===== config.mk =====
export PLATFORM = sky130hd
export DESIGN_NAME = lif_array_flat
export DESIGN_NICKNAME = d
export VERILOG_FILES = /design/src/rtl/lif_pkg.sv /design/src/rtl/lif_array_if.sv /design/src/rtl/lif_cell.sv /design/src/rtl/lif_array.sv /design/src/flat_wrapper.sv
export SDC_FILE = /design/constraint.sdc
export NUM_CORES = 1
export LEC_CHECK = 0
export BUFFER_PORTS_ARGS = -buffer_cell sky130_fd_sc_hd__buf_2
export CAP_MARGIN = 40
export CORE_ASPECT_RATIO = 0.7
export CORE_MARGIN = 4
export CORE_UTILIZATION = 45
export DETAILED_ROUTE_END_ITERATION = 7
export GPL_TIMING_DRIVEN = 0
export HOLD_SLACK_MARGIN = 0.02
export MAX_ROUTING_LAYER = met4
export PLACE_DENSITY_LB_ADDON = 0.08
export SYNTH_ARGS = -nofsm -noshare
export SYNTH_HDL_FRONTEND = slang
export SYNTH_SLANG_ARGS = --single-unit

===== constraint.sdc =====
create_clock -name clk -period 10.8 [get_ports clk]
set_input_delay 0.54 -clock clk [delete_from_list [all_inputs] [get_ports clk]]
set_output_delay 0.54 -clock clk [all_outputs]
set_load 0.02 [all_outputs]

===== src/rtl/lif_pkg.sv =====
// Shared constants and helpers for the leaky integrate-and-fire neuron bank.
package lif_pkg;

  localparam int LIF_BETA_SHIFT = 2;
  localparam int LIF_THR_BASE   = 100;
  localparam int LIF_THR_INC    = 16;
  localparam int LIF_REFRAC     = 2;

  // Unsigned add clamped to 2^w-1; valid for w up to 31.
  function automatic logic [31:0] sat_add(input logic [31:0] a,
                                          input logic [31:0] b,
                                          input int unsigned w);
    logic [32:0] sum;
    logic [32:0] lim;
    sum = {1'b0, a} + {1'b0, b};
    lim = (33'd1 << w) - 33'd1;
    return (sum > lim) ? lim[31:0] : sum[31:0];
  endfunction

endpackage


===== src/rtl/lif_array_if.sv =====
// Timestep request/result bundle between the pad wrapper, the neuron bank and the output mux.
interface lif_array_if #(
  parameter int N_CH = 4,
  parameter int W    = 8,
  parameter int CW   = $clog2(N_CH + 1)
);
  logic              in_valid;
  logic [N_CH*W-1:0] current;
  logic              adapt_thr;
  logic              adapt_beta;
  logic [N_CH*W-1:0] state;
  logic [N_CH-1:0]   spike;
  logic [CW-1:0]     spike_cnt;
  logic              out_valid;

  modport master (
    output in_valid, current, adapt_thr, adapt_beta,
    input  state, spike, spike_cnt, out_valid
  );

  modport slave (
    input  in_valid, current, adapt_thr, adapt_beta,
    output state, spike, spike_cnt, out_valid
  );
endinterface


===== src/rtl/lif_cell.sv =====
// One LIF channel: membrane state, adaptive threshold and refractory counter.
// fire is combinational and already qualified by step; the parent registers it.
module lif_cell
  import lif_pkg::*;
#(
  parameter int W          = 8,
  parameter int BETA_SHIFT = LIF_BETA_SHIFT,
  parameter int THR_BASE   = LIF_THR_BASE,
  parameter int THR_INC    = LIF_THR_INC,
  parameter int REFRAC     = LIF_REFRAC
) (
  input  logic         clk,
  input  logic         rst_n,
  input  logic         step,
  input  logic [W-1:0] current,
  input  logic         adapt_thr,
  input  logic         adapt_beta,
  output logic [W-1:0] state,
  output logic         fire
);

  localparam int RCW = (REFRAC > 0) ? $clog2(REFRAC + 1) : 1;

  logic [W-1:0]   state_reg, state_next;
  logic [W-1:0]   thr_reg, thr_next;
  logic [RCW-1:0] rcnt_reg, rcnt_next;
  logic [W-1:0]   leak;
  logic [W-1:0]   v;
  logic           hit;

  always_comb begin
    leak       = adapt_beta ? (state_reg >> (BETA_SHIFT + 1)) : (state_reg >> BETA_SHIFT);
    // state - leak never underflows, so only the add needs saturation.
    v          = W'(sat_add(32'(state_reg - leak), 32'(current), W));
    hit        = (rcnt_reg == '0) && (v >= thr_reg);
    fire       = step && hit;
    state_next = state_reg;
    thr_next   = thr_reg;
    rcnt_next  = rcnt_reg;
    if (step) begin
      if (rcnt_reg != '0) begin
        rcnt_next  = rcnt_reg - 1'b1;
        state_next = '0;
      end else if (hit) begin
        state_next = '0;
        rcnt_next  = RCW'(REFRAC);
      end else begin
        state_next = v;
      end

      // Threshold moves on every step, refractory ones included.
      if (!adapt_thr) begin
        thr_next = W'(THR_BASE);
      end else if (hit) begin
        thr_next = W'(sat_add(32'(thr_reg), 32'(THR_INC), W));
      end else if (thr_reg > W'(THR_BASE)) begin
        thr_next = thr_reg - 1'b1;
      end
    end
  end

  always_ff @(posedge clk or negedge rst_n) begin
    if (!rst_n) begin
      state_reg <= '0;
      thr_reg   <= W'(THR_BASE);
      rcnt_reg  <= '0;
    end else begin
      state_reg <= state_next;
      thr_reg   <= thr_next;
      rcnt_reg  <= rcnt_next;
    end
  end

  assign state = state_reg;

endmodule


===== src/rtl/lif_array.sv =====
// Bank of N_CH independent LIF channels advanced together on in_valid;
// registers the spike vector, its popcount and out_valid with one cycle latency.
module lif_array
  import lif_pkg::*;
#(
  parameter int N_CH       = 4,
  parameter int W          = 8,
  parameter int BETA_SHIFT = LIF_BETA_SHIFT,
  parameter int THR_BASE   = LIF_THR_BASE,
  parameter int THR_INC    = LIF_THR_INC,
  parameter int REFRAC     = LIF_REFRAC
) (
  input logic        clk,
  input logic        rst_n,
  lif_array_if.slave bus
);

  localparam int CW = $clog2(N_CH + 1);

  logic [N_CH-1:0]   fire_vec;
  logic [N_CH*W-1:0] state_vec;
  logic [N_CH-1:0]   spike_reg;
  logic [CW-1:0]     cnt_reg, cnt_next;
  logic              out_valid_reg;

  generate
    for (genvar gi = 0; gi < N_CH; gi++) begin : gen_cell
      lif_cell #(
        .W          (W),
        .BETA_SHIFT (BETA_SHIFT),
        .THR_BASE   (THR_BASE),
        .THR_INC    (THR_INC),
        .REFRAC     (REFRAC)
      ) u_cell (
        .clk        (clk),
        .rst_n      (rst_n),
        .step       (bus.in_valid),
        .current    (bus.current[gi*W +: W]),
        .adapt_thr  (bus.adapt_thr),
        .adapt_beta (bus.adapt_beta),
        .state      (state_vec[gi*W +: W]),
        .fire       (fire_vec[gi])
      );
    end
  endgenerate

  // Count from the unregistered fire vector so spike and spike_cnt land together.
  always_comb begin
    cnt_next = '0;
    for (int i = 0; i < N_CH; i++) begin
      cnt_next = cnt_next + CW'(fire_vec[i]);
    end
  end

  always_ff @(posedge clk or negedge rst_n) begin
    if (!rst_n) begin
      spike_reg     <= '0;
      cnt_reg       <= '0;
      out_valid_reg <= 1'b0;
    end else begin
      spike_reg     <= fire_vec;
      cnt_reg       <= cnt_next;
      out_valid_reg <= bus.in_valid;
    end
  end

  assign bus.state     = state_vec;
  assign bus.spike     = spike_reg;
  assign bus.spike_cnt = cnt_reg;
  assign bus.out_valid = out_valid_reg;

endmodule

===== src/flat_wrapper.sv =====
// flat-port wrapper written by rule: the top's interface ports become plain ports
module lif_array_flat import lif_pkg::*;
#(
  parameter int N_CH       = 4,
  parameter int W          = 8,
  parameter int BETA_SHIFT = LIF_BETA_SHIFT,
  parameter int THR_BASE   = LIF_THR_BASE,
  parameter int THR_INC    = LIF_THR_INC,
  parameter int REFRAC     = LIF_REFRAC
)
  (clk, rst_n, bus_in_valid, bus_current, bus_adapt_thr, bus_adapt_beta, bus_state, bus_spike, bus_spike_cnt, bus_out_valid);
  lif_array_if #(.N_CH(N_CH), .W(W)) bus_i ();
  input logic clk;
  input logic rst_n;
  input wire logic [$bits(bus_i.in_valid)-1:0] bus_in_valid;
  input wire logic [$bits(bus_i.current)-1:0] bus_current;
  input wire logic [$bits(bus_i.adapt_thr)-1:0] bus_adapt_thr;
  input wire logic [$bits(bus_i.adapt_beta)-1:0] bus_adapt_beta;
  output wire logic [$bits(bus_i.state)-1:0] bus_state;
  output wire logic [$bits(bus_i.spike)-1:0] bus_spike;
  output wire logic [$bits(bus_i.spike_cnt)-1:0] bus_spike_cnt;
  output wire logic [$bits(bus_i.out_valid)-1:0] bus_out_valid;
  assign bus_i.in_valid = bus_in_valid;
  assign bus_i.current = bus_current;
  assign bus_i.adapt_thr = bus_adapt_thr;
  assign bus_i.adapt_beta = bus_adapt_beta;
  assign bus_state = bus_i.state;
  assign bus_spike = bus_i.spike;
  assign bus_spike_cnt = bus_i.spike_cnt;
  assign bus_out_valid = bus_i.out_valid;
  lif_array #(.N_CH(N_CH), .W(W), .BETA_SHIFT(BETA_SHIFT), .THR_BASE(THR_BASE), .THR_INC(THR_INC), .REFRAC(REFRAC)) u_core (.clk(clk), .rst_n(rst_n), .bus(bus_i));
endmodule

==> impl_results.md, run 1 <==
- Hold Crit Class: in2async
- Detailed placement HPWL: 18.6 mm
- Share of layout cells above drive strength 1: 0.132
- Slowest cell on the critical path: clkbuf_1
- GRT Util Overall: 0.216
- Total wire length: 23.4 mm
- Slew @ Worst Pin: 0.918 ns
- Drc violations: 0
- Sequential fraction of the synthesis area: 0.220
- Hold_buf cts: 0
- Root buffer cell: clkbuf_16
- Synth top cells by count: 164 x ha_1, 88 x nand2_1, 87 x inv_1
- CTS sink cnt: 80
- Most instantiated library cell after synthesis: ha_1
- Worst-path clk slew: 0.07 ns
- Antenna violations before repair: 1
- Synth Register Bits: 80
- RSZ-0062 raised after global routing: no
- DRT iter0 DRCs: 644
- Max_slew headroom: 0.383
- Antenna cells: 0
- Final setup vio count: 0
- Setup crit start kind: input pin
- H-tree Lvls: 3
- Synth Warn #: 0
- Fin nets: 1361
- Synth area leaders: ha_1 22%, dfrtp_1 19%, nand2_1 3.6%
- Detail Route Antenna Nets: 0
- Cell Area, Synth: 0.00919 mm2
- Vias: 8039
- Max Clock Skew: 0.0117 ns
- Synthesized Nets: 1272
- Initial Utilization: 0.461
- Top cell type's share of synthesized area: 0.223
- Footprint of the multi-input gates: 0.00667 mm2
- First-pass GRT wire length: 39.1 mm
- Final Hold Vio Count: 0
- Synthesized area per cell: 8.65 um2
- Yosys cell types: 80
- CP max FO: 10
- Die footprint: 0.0228 mm2
- Achievable clock frequency: 0.121 GHz
- Placer congestion estimate: 0.910
- CP most frequent cell: ha_1
- Remaining global-route overflow: 0
- Cts bufs inserted: 9
- Status: finished clean
- Vias per cell: 5.64
- Wirelength per Cell: 16.4 um
- Worst Path Buf+Inv: 4
- Crit. End Element: flip-flop
- Die X: 179 um
- Fillers: 1934
- Area growth syn-to-layout: 11.5%
- Slowest stage delay, CP: 0.49 ns
- Io pins: 77
- Post-synthesis async set-or-reset flop share: 1.00
- Setup TNS: 0 ns
- Clk Latency, worst-skew pair: 0.35 ns
- Final cycle utilization of the critical path: 0.765
- CTS tree: yes
- Core area: 0.0199 mm2
- CP top delay family: adder cells
- Die Y: 128 um
- Buffers on Ports: 74
- Max Slew Vio Count: 0
- Max_cap viols: 0
- Crit Path Category: in2reg
- DR pass1 iterations: 7
- Synth area leader: ha_1
- Vias in the first global route: 7452
- Sequential Area: 0.00202 mm2
- Most used DFF post-synth: dfrtp_1
- CP arrival: 8.49 ns
- Post-synth EDFFs: 0
- Period minus WS final: 8.27 ns
- Post-CTS Resized: 0
- Max clock buf depth: 2
- Largest net degree at the start of global routing: 43
- Post-Syn Instances: 1062
- Req. time, crit path: 11.02 ns
- Core Rows: 43
- Post-CTS Setup Inserts: 0
[kinds of logic after synthesis]
group | count (synthesis) | share of synthesized area
adders and majority gates | 175 | 0.245
and+or+nand+nor | 339 | 0.186
buffers and inverters | 116 | 0.0545
AOI/OAI and AO/OA | 275 | 0.216
DFF | 80 | 0.220
muxes | 31 | 0.0350
xor gates and xnor gates | 46 | 0.0439
[placed cells by master (no fill, tap or decap), types with 10 or more instances in the layout]
cell and instances:
buf_2 77, xnor2_1 32, o21ai_0 52, a21o_1 27
nand2_1 88, a31oi_1 10, clkbuf_1 15, inv_1 87
a311oi_1 14, nand4_1 13, nor3_1 21, dfstp_2 12
nor2_1 73, xor2_1 14, dfrtp_1 68, a32o_1 11
nand2b_1 19, ha_1 164, nor2b_1 19, nand3_1 47
mux2i_1 22, a21oi_1 43, o211ai_1 16, o21a_1 16
[metrics by stage]
stage / instance area, um2 / util / instances / setup WS [ns] / hold WS (ns)
after global routing: 10200 / 0.515 / 1426 / 1.90 / 0.203
after CTS: 10200 / 0.515 / 1426 / 2.61 / 0.185
final: 10200 / 0.515 / 1426 / 2.53 / 0.175
after floorplan: 9190 / - / 1062 / 3.74 / 0.244
after detailed placement: 9960 / 0.500 / 1410 / 2.28 / 0.496
after global placement: 9890 / 0.497 / 1406 / 1.88 / 0.491
[per-layer routing]
metal / global-route usage / vias to the layer above / wire length, um
li1: - / 4086 / -
met1: 0.351 / 3722 / 12900
met2: 0.278 / 219 / 8960
met3: 0.0346 / 12 / 1390
met4: 0.0334 / 0 / 179
met5: - / - / 0
[worst register-to-register path, delay by kind of cell, from the launching register on]
kind,cells,cell delay [ns]
multiplexers,1,0.25
AND/OR/NAND/NOR,13,1.96
adder cells (fa/ha/maj),7,2.08
XOR/XNOR,1,0.13
buffers and inverters,2,0.47
flip-flops,1,0.43
AO/OA/AOI/OAI,8,1.98
[final timing paths]
| kind | to | slack, ns | startpoint | cells past startpoint |
|---|---|---|---|---|
| max | u_core.bus.spike_cnt[1] | 2.53 | bus_adapt_beta | 34 |
| min | u_core.gen_cell[0].u_cell.thr_reg[0] | 0.18 | rst_n | 1 |
| max reg2reg | u_core.bus.spike_cnt[1] | 3.39 | u_core.gen_cell[0].u_cell.state[4] | 32 |
| min reg2reg | u_core.gen_cell[0].u_cell.rcnt_reg[0] | 0.50 | u_core.gen_cell[0].u_cell.rcnt_reg[0] | 1 |
| max in group asynchronous | u_core.gen_cell[3].u_cell.thr_reg[5] | 9.96 | rst_n | 2 |
| min in group clk | u_core.bus.out_valid | 0.42 | bus_in_valid | 1 |
[area by class of cell]
class	instances	share of cell area
clock buffer	9	0.0220
sequential	80	0.197
clock inverter	7	0.00586
inverter	87	0.0319
multi-input combinational	866	0.651
tap	270	0.0330
timing repair buffer	78	0.0424
buffer	29	0.0170
Power of run 1 is left out: the tool's default activity adds up to more than one toggle a clock period on the data nets, which glitch-free logic cannot reach.
==> run 2, diff against run 1 <==
--- a/config.mk
+++ b/config.mk
@@ -5,6 +5,7 @@
 export SDC_FILE = /design/constraint.sdc
 export NUM_CORES = 1
 export LEC_CHECK = 0
+export ABC_AREA = 1
 export BUFFER_PORTS_ARGS = -buffer_cell sky130_fd_sc_hd__buf_2
 export CAP_MARGIN = 40
 export CORE_ASPECT_RATIO = 0.7
==> constraint.sdc (replaced) <==
create_clock -name clk -period 7.57 [get_ports clk]
set_input_delay 0.3785 -clock clk [delete_from_list [all_inputs] [get_ports clk]]
set_output_delay 0.3785 -clock clk [all_outputs]
set_load 0.02 [all_outputs]
==> impl_results.md, run 2 <==
- Status: finished clean
- Hold Crit Class: in2reg
- CP most frequent cell: nand2_1
- Core Rows: 44
- Max_slew headroom: 0.523
- Remaining global-route overflow: 0
- Synth Register Bits: 80
- Wirelength per Cell: 13.6 um
- CTS tree: yes
- Min-delay src: bus_in_valid
- Slew @ Worst Pin: 0.715 ns
- Sequential fraction of the synthesis area: 0.208
- CP max FO: 10
- Largest net degree at the start of global routing: 61
- Antenna cells: 0
- Die Y: 131 um
- CP arrival: 7.21 ns
- Synth area leaders: ha_1 21%, dfrtp_1 18%, nand2_1 17%
- Final Hold Vio Count: 0
- Most instantiated library cell after synthesis: nand2_1
- Synthesized area per cell: 6.79 um2
- Yosys cell types: 45
- H-tree Lvls: 3
- Worst reg2reg path depth: 33
- Post-synth EDFFs: 0
- Worst r2r src: u_core.gen_cell[1].u_cell.state[4]
- Buffers on Ports: 76
- First-pass GRT wire length: 40.7 mm
- Post-synthesis async set-or-reset flop share: 1.00
- Crit. End Element: flip-flop
- Clk Latency, worst-skew pair: 0.35 ns
- Vias: 9089
- Setup TNS: 0 ns
- Post-route insts no fill: 1799
- Post-Syn Instances: 1429
- Synthesized Nets: 1639
- Slowest stage delay, CP: 0.42 ns
- Max Slew Vio Count: 0
- Core area: 0.0210 mm2
- Share of layout cells above drive strength 1: 0.0972
- CTS sink cnt: 80
- Worst-path clk slew: 0.06 ns
- GRT Util Overall: 0.214
- Total wire length: 24.5 mm
- Synth Warn #: 0
- Crit Path Category: in2reg
- Placed cell count: 1782
- Detail Route Antenna Nets: 0
- Cts bufs inserted: 9
- Root buffer cell: clkbuf_16
- Slowest cell on the critical path: fa_1
- Max clock buf depth: 2
- Area growth syn-to-layout: 10.8%
- DR pass1 iterations: 5
- Top cell type's share of synthesized area: 0.211
- Most frequent cells in the layout: 439 x nand2_1, 189 x inv_1, 164 x ha_1
- Io pins: 77
- R2r endpoint: u_core.bus.spike_cnt[1]
- Setup crit start kind: input pin
- Max_cap viols: 0
- Vias per cell: 5.05
- Most used DFF post-synth: dfrtp_1
- Die X: 184 um
- Final cycle utilization of the critical path: 0.921
- Die footprint: 0.0240 mm2
- Hold Path Sink: u_core.bus.out_valid
- Synth area leader: ha_1
- Synth top cells by count: 439 x nand2_1, 189 x inv_1, 164 x ha_1
- Fin nets: 1728
- Req. time, crit path: 7.81 ns
- Period minus WS final: 6.97 ns
- Final setup vio count: 0
- WHS: 0.143 ns
- RSZ-0062 raised after global routing: no
- WHS Path Cells: 1
- Achievable clock frequency: 0.143 GHz
- Flop2flop setup slack: 0.69 ns
- Detailed placement HPWL: 19.9 mm
- Vias in the first global route: 8136
- DRT iter0 DRCs: 657
- Antenna violations before repair: 0
- Cell Area, Synth: 0.00970 mm2
- Placer congestion estimate: 0.867
- Initial Utilization: 0.463
- Drc violations: 0
- Most common cell after layout, fill and taps aside: nand2_1
- Max Clock Skew: 0.00673 ns
[run 2: repair_timing]
action | 4_1_cts | 5_1_grt
gates resized for setup | 0 | 10
endpoints found under the setup margin | 0 | 9
hold buffers | 1 | 0
setup buffers | 0 | 0
endpoints found under the hold margin | 17 | 0
[run 2: per-stage QoR]
stage	instance area, um2	utilization	worst slack, ns
4_1_cts	10700	0.512	0.0827
3_3_place_gp	10400	0.497	-0.220
5_1_grt	10700	0.512	0.00251
3_5_place_dp	10500	0.499	-0.294
6_report	10700	0.512	0.598
2_1_floorplan	9700	-	1.46
[run 2: how the worst max path moves through the flow]
stage                     cells past startpoint                 endpoint  slack [ns]      startpoint
final                                        36  u_core.bus.spike_cnt[1]        0.60  bus_adapt_beta
after global routing                         36  u_core.bus.spike_cnt[1]       0.003  bus_adapt_beta
after CTS                                    33  u_core.bus.spike_cnt[1]        0.08  bus_adapt_beta
after detailed placement                     35  u_core.bus.spike_cnt[1]       -0.29  bus_adapt_beta
after global placement                       31  u_core.bus.spike_cnt[1]       -0.22  bus_adapt_beta
after floorplan                              32  u_core.bus.spike_cnt[1]        1.46  bus_adapt_beta
[run 2: final cells by class]
| class | count | area (um2) |
|---|---|---|
| Inverter | 197 | 739 |
| Tap cell | 276 | 345 |
| Clock buffer | 11 | 233 |
| Clock inverter | 5 | 33.8 |
| Sequential cell | 80 | 2020 |
| Fill cell | 2121 | 10200 |
| Buffer | 21 | 96.3 |
| Timing Repair Buffer | 78 | 420 |
| Multi-Input combinational cell | 1131 | 6860 |
[run 2: metal layers]
layer	GRT usage	part of all wire
met1	0.318	0.54
met2	0.315	0.41
met3	0.0385	0.045
met4	0.0223	0.0039
met5	-	0
[run 2: cells by family after synthesis]
| family | after synthesis | synth area share |
|---|---|---|
| DFF | 80 | 0.208 |
| adders and majority gates | 173 | 0.230 |
| and+or+nand+nor | 737 | 0.324 |
| xor gates and xnor gates | 61 | 0.0551 |
| muxes | 3 | 0.00309 |
| AOI/OAI and AO/OA | 157 | 0.0946 |
| buffers and inverters | 218 | 0.0856 |
[run 2: worst max-delay path, delay by kind of cell]
kind / cells / cell delay, ns
simple gates: 22 / 2.94
fa+ha+maj: 8 / 2.48
buf+inv: 3 / 0.71
compound gates: 2 / 0.55
xor+xnor: 1 / 0.12
Power of run 2 is left out for the same reason.
==> run 3, diff against run 2 <==
--- a/config.mk
+++ b/config.mk
@@ -10,7 +10,7 @@
 export CAP_MARGIN = 40
 export CORE_ASPECT_RATIO = 0.7
 export CORE_MARGIN = 4
-export CORE_UTILIZATION = 45
+export CORE_UTILIZATION = 42
 export DETAILED_ROUTE_END_ITERATION = 7
 export GPL_TIMING_DRIVEN = 0
 export HOLD_SLACK_MARGIN = 0.02
==> impl_results.md, run 3 (synthesis gave the netlist of run 2 again) <==
- Status: finished clean
- Slowest cell on the critical path: fa_1
- CTS sink cnt: 80
- Max_cap viols: 0
- Final Hold Vio Count: 0
- WHS: 0.143 ns
- Flop2flop setup slack: 0.69 ns
- Wirelength per Cell: 14.0 um
- Hold Crit Class: in2reg
- Slowest stage delay, CP: 0.44 ns
- Period minus WS final: 6.94 ns
- RSZ-0062 raised after global routing: no
- Min-delay src: bus_in_valid
- Worst-path clk slew: 0.07 ns
- Most frequent cells in the layout: 439 x nand2_1, 189 x inv_1, 164 x ha_1
- Setup crit start kind: input pin
- Req. time, crit path: 7.81 ns
- Total wire length: 25.8 mm
- Post-CTS Setup Inserts: 0
- CP top delay family: simple AND/OR/NAND/NOR gates
- Worst reg2reg path depth: 33
- Worst r2r src: u_core.gen_cell[1].u_cell.state[4]
- Initial Utilization: 0.428
- Clk Latency, worst-skew pair: 0.35 ns
- Achievable clock frequency: 0.144 GHz
- Worst Path Buf+Inv: 3
- Antenna cells: 0
- Most common cell after layout, fill and taps aside: nand2_1
- Detail Route Antenna Nets: 0
- R2r endpoint: u_core.bus.spike_cnt[1]
- CP most frequent cell: nand2_1
- Die X: 190 um
- Fillers: 2397
- Core Rows: 46
- Cts bufs inserted: 9
- Largest net degree at the start of global routing: 45
- Sequential Area: 0.00202 mm2
- First-pass GRT wire length: 42.2 mm
- Die Y: 135 um
- DRT iter0 DRCs: 586
- Max_slew headroom: 0.484
- GRT Util Overall: 0.207
- CP max FO: 10
- Max Slew Vio Count: 0
- Share of layout cells above drive strength 1: 0.0985
- Util after Layout: 0.480
- Buffers on Ports: 76
- Fin nets: 1728
- CP arrival: 7.18 ns
- Antenna violations before repair: 0
- Area growth syn-to-layout: 12.2%
- Detailed placement HPWL: 20.8 mm
- Io pins: 77
- Crit. End Element: flip-flop
- Vias in the first global route: 8317
- Slew @ Worst Pin: 0.774 ns
- Vias: 9188
- Max Clock Skew: 0.00459 ns
- WHS Path Cells: 1
- DR pass1 iterations: 5
- Die footprint: 0.0256 mm2
- Root buffer cell: clkbuf_16
- Max clock buf depth: 2
- Remaining global-route overflow: 0
- Placer congestion estimate: 0.903
- H-tree Lvls: 3
- Crit Path Category: in2reg
- Final setup vio count: 0
- Hold Path Sink: u_core.bus.out_valid
- CTS tree: yes
- Setup TNS: 0 ns
- Drc violations: 0
- Vias per cell: 5.01
- Final cycle utilization of the critical path: 0.917
- Core area: 0.0227 mm2
- Footprint of the multi-input gates: 0.00686 mm2
[run 3: cell count changes in the layout (fill, tap and decap cells not counted), sizes merged]
cell | before | now
clkbuf | 26 | 24
bufinv | 0 | 3
inv | 195 | 198
clkinvlp | 2 | 0
clkinv | 5 | 3
[run 3: layout make-up]
class | count | area share
timing repair buffer | 78 | 0.0386
buffer | 21 | 0.00885
clock buffer | 9 | 0.0207
inverter | 197 | 0.0679
clock inverter | 7 | 0.0122
sequential | 80 | 0.185
multi-input combinational | 1131 | 0.631
tap | 312 | 0.0359
[run 3: through the flow]
stage / setup slack (ns) / cell area [um2] / std cells
3_3_place_gp: -0.329 / 10500 / 1817
3_5_place_dp: -0.337 / 10500 / 1818
4_1_cts: 0.0303 / 10900 / 1835
5_1_grt: 0.0232 / 10900 / 1835
6_report: 0.631 / 10900 / 1835
2_1_floorplan: 1.46 / 9700 / 1429
[run 3: worst max path at each step]
stage | startpoint | endpoint | slack, ns | cells past startpoint
after floorplan | bus_adapt_beta | u_core.bus.spike_cnt[1] | 1.46 | 32
after global placement | bus_adapt_beta | u_core.bus.spike_cnt[1] | -0.33 | 33
after detailed placement | bus_adapt_beta | u_core.bus.spike_cnt[1] | -0.34 | 33
after CTS | bus_adapt_beta | u_core.bus.spike_cnt[1] | 0.03 | 33
after global routing | bus_adapt_beta | u_core.bus.spike_cnt[1] | 0.02 | 32
final | bus_adapt_beta | u_core.bus.spike_cnt[1] | 0.63 | 36
[run 3: worst register-to-register path: cells and delay by family (launching register included)]
kind / cells / cell delay, ns
compound gates: 3 / 0.64
xor+xnor: 1 / 0.12
fa+ha+maj: 7 / 2.39
buf+inv: 1 / 0.11
flops: 1 / 0.45
simple gates: 21 / 3.08
[run 3: timing repair]
action                                  4_1_cts  5_1_grt
endpoints found under the setup margin        0        7
resized for setup                             0       10
hold buffers                                  1        0
hold endpoints to repair                     29        0
[run 3: metal layers]
metal	global-route usage	wire [um]
met5	-	0
met4	0.0277	148
met3	0.0322	1040
met2	0.295	10400
met1	0.316	14200
Power of run 3 is left out for the same reason.
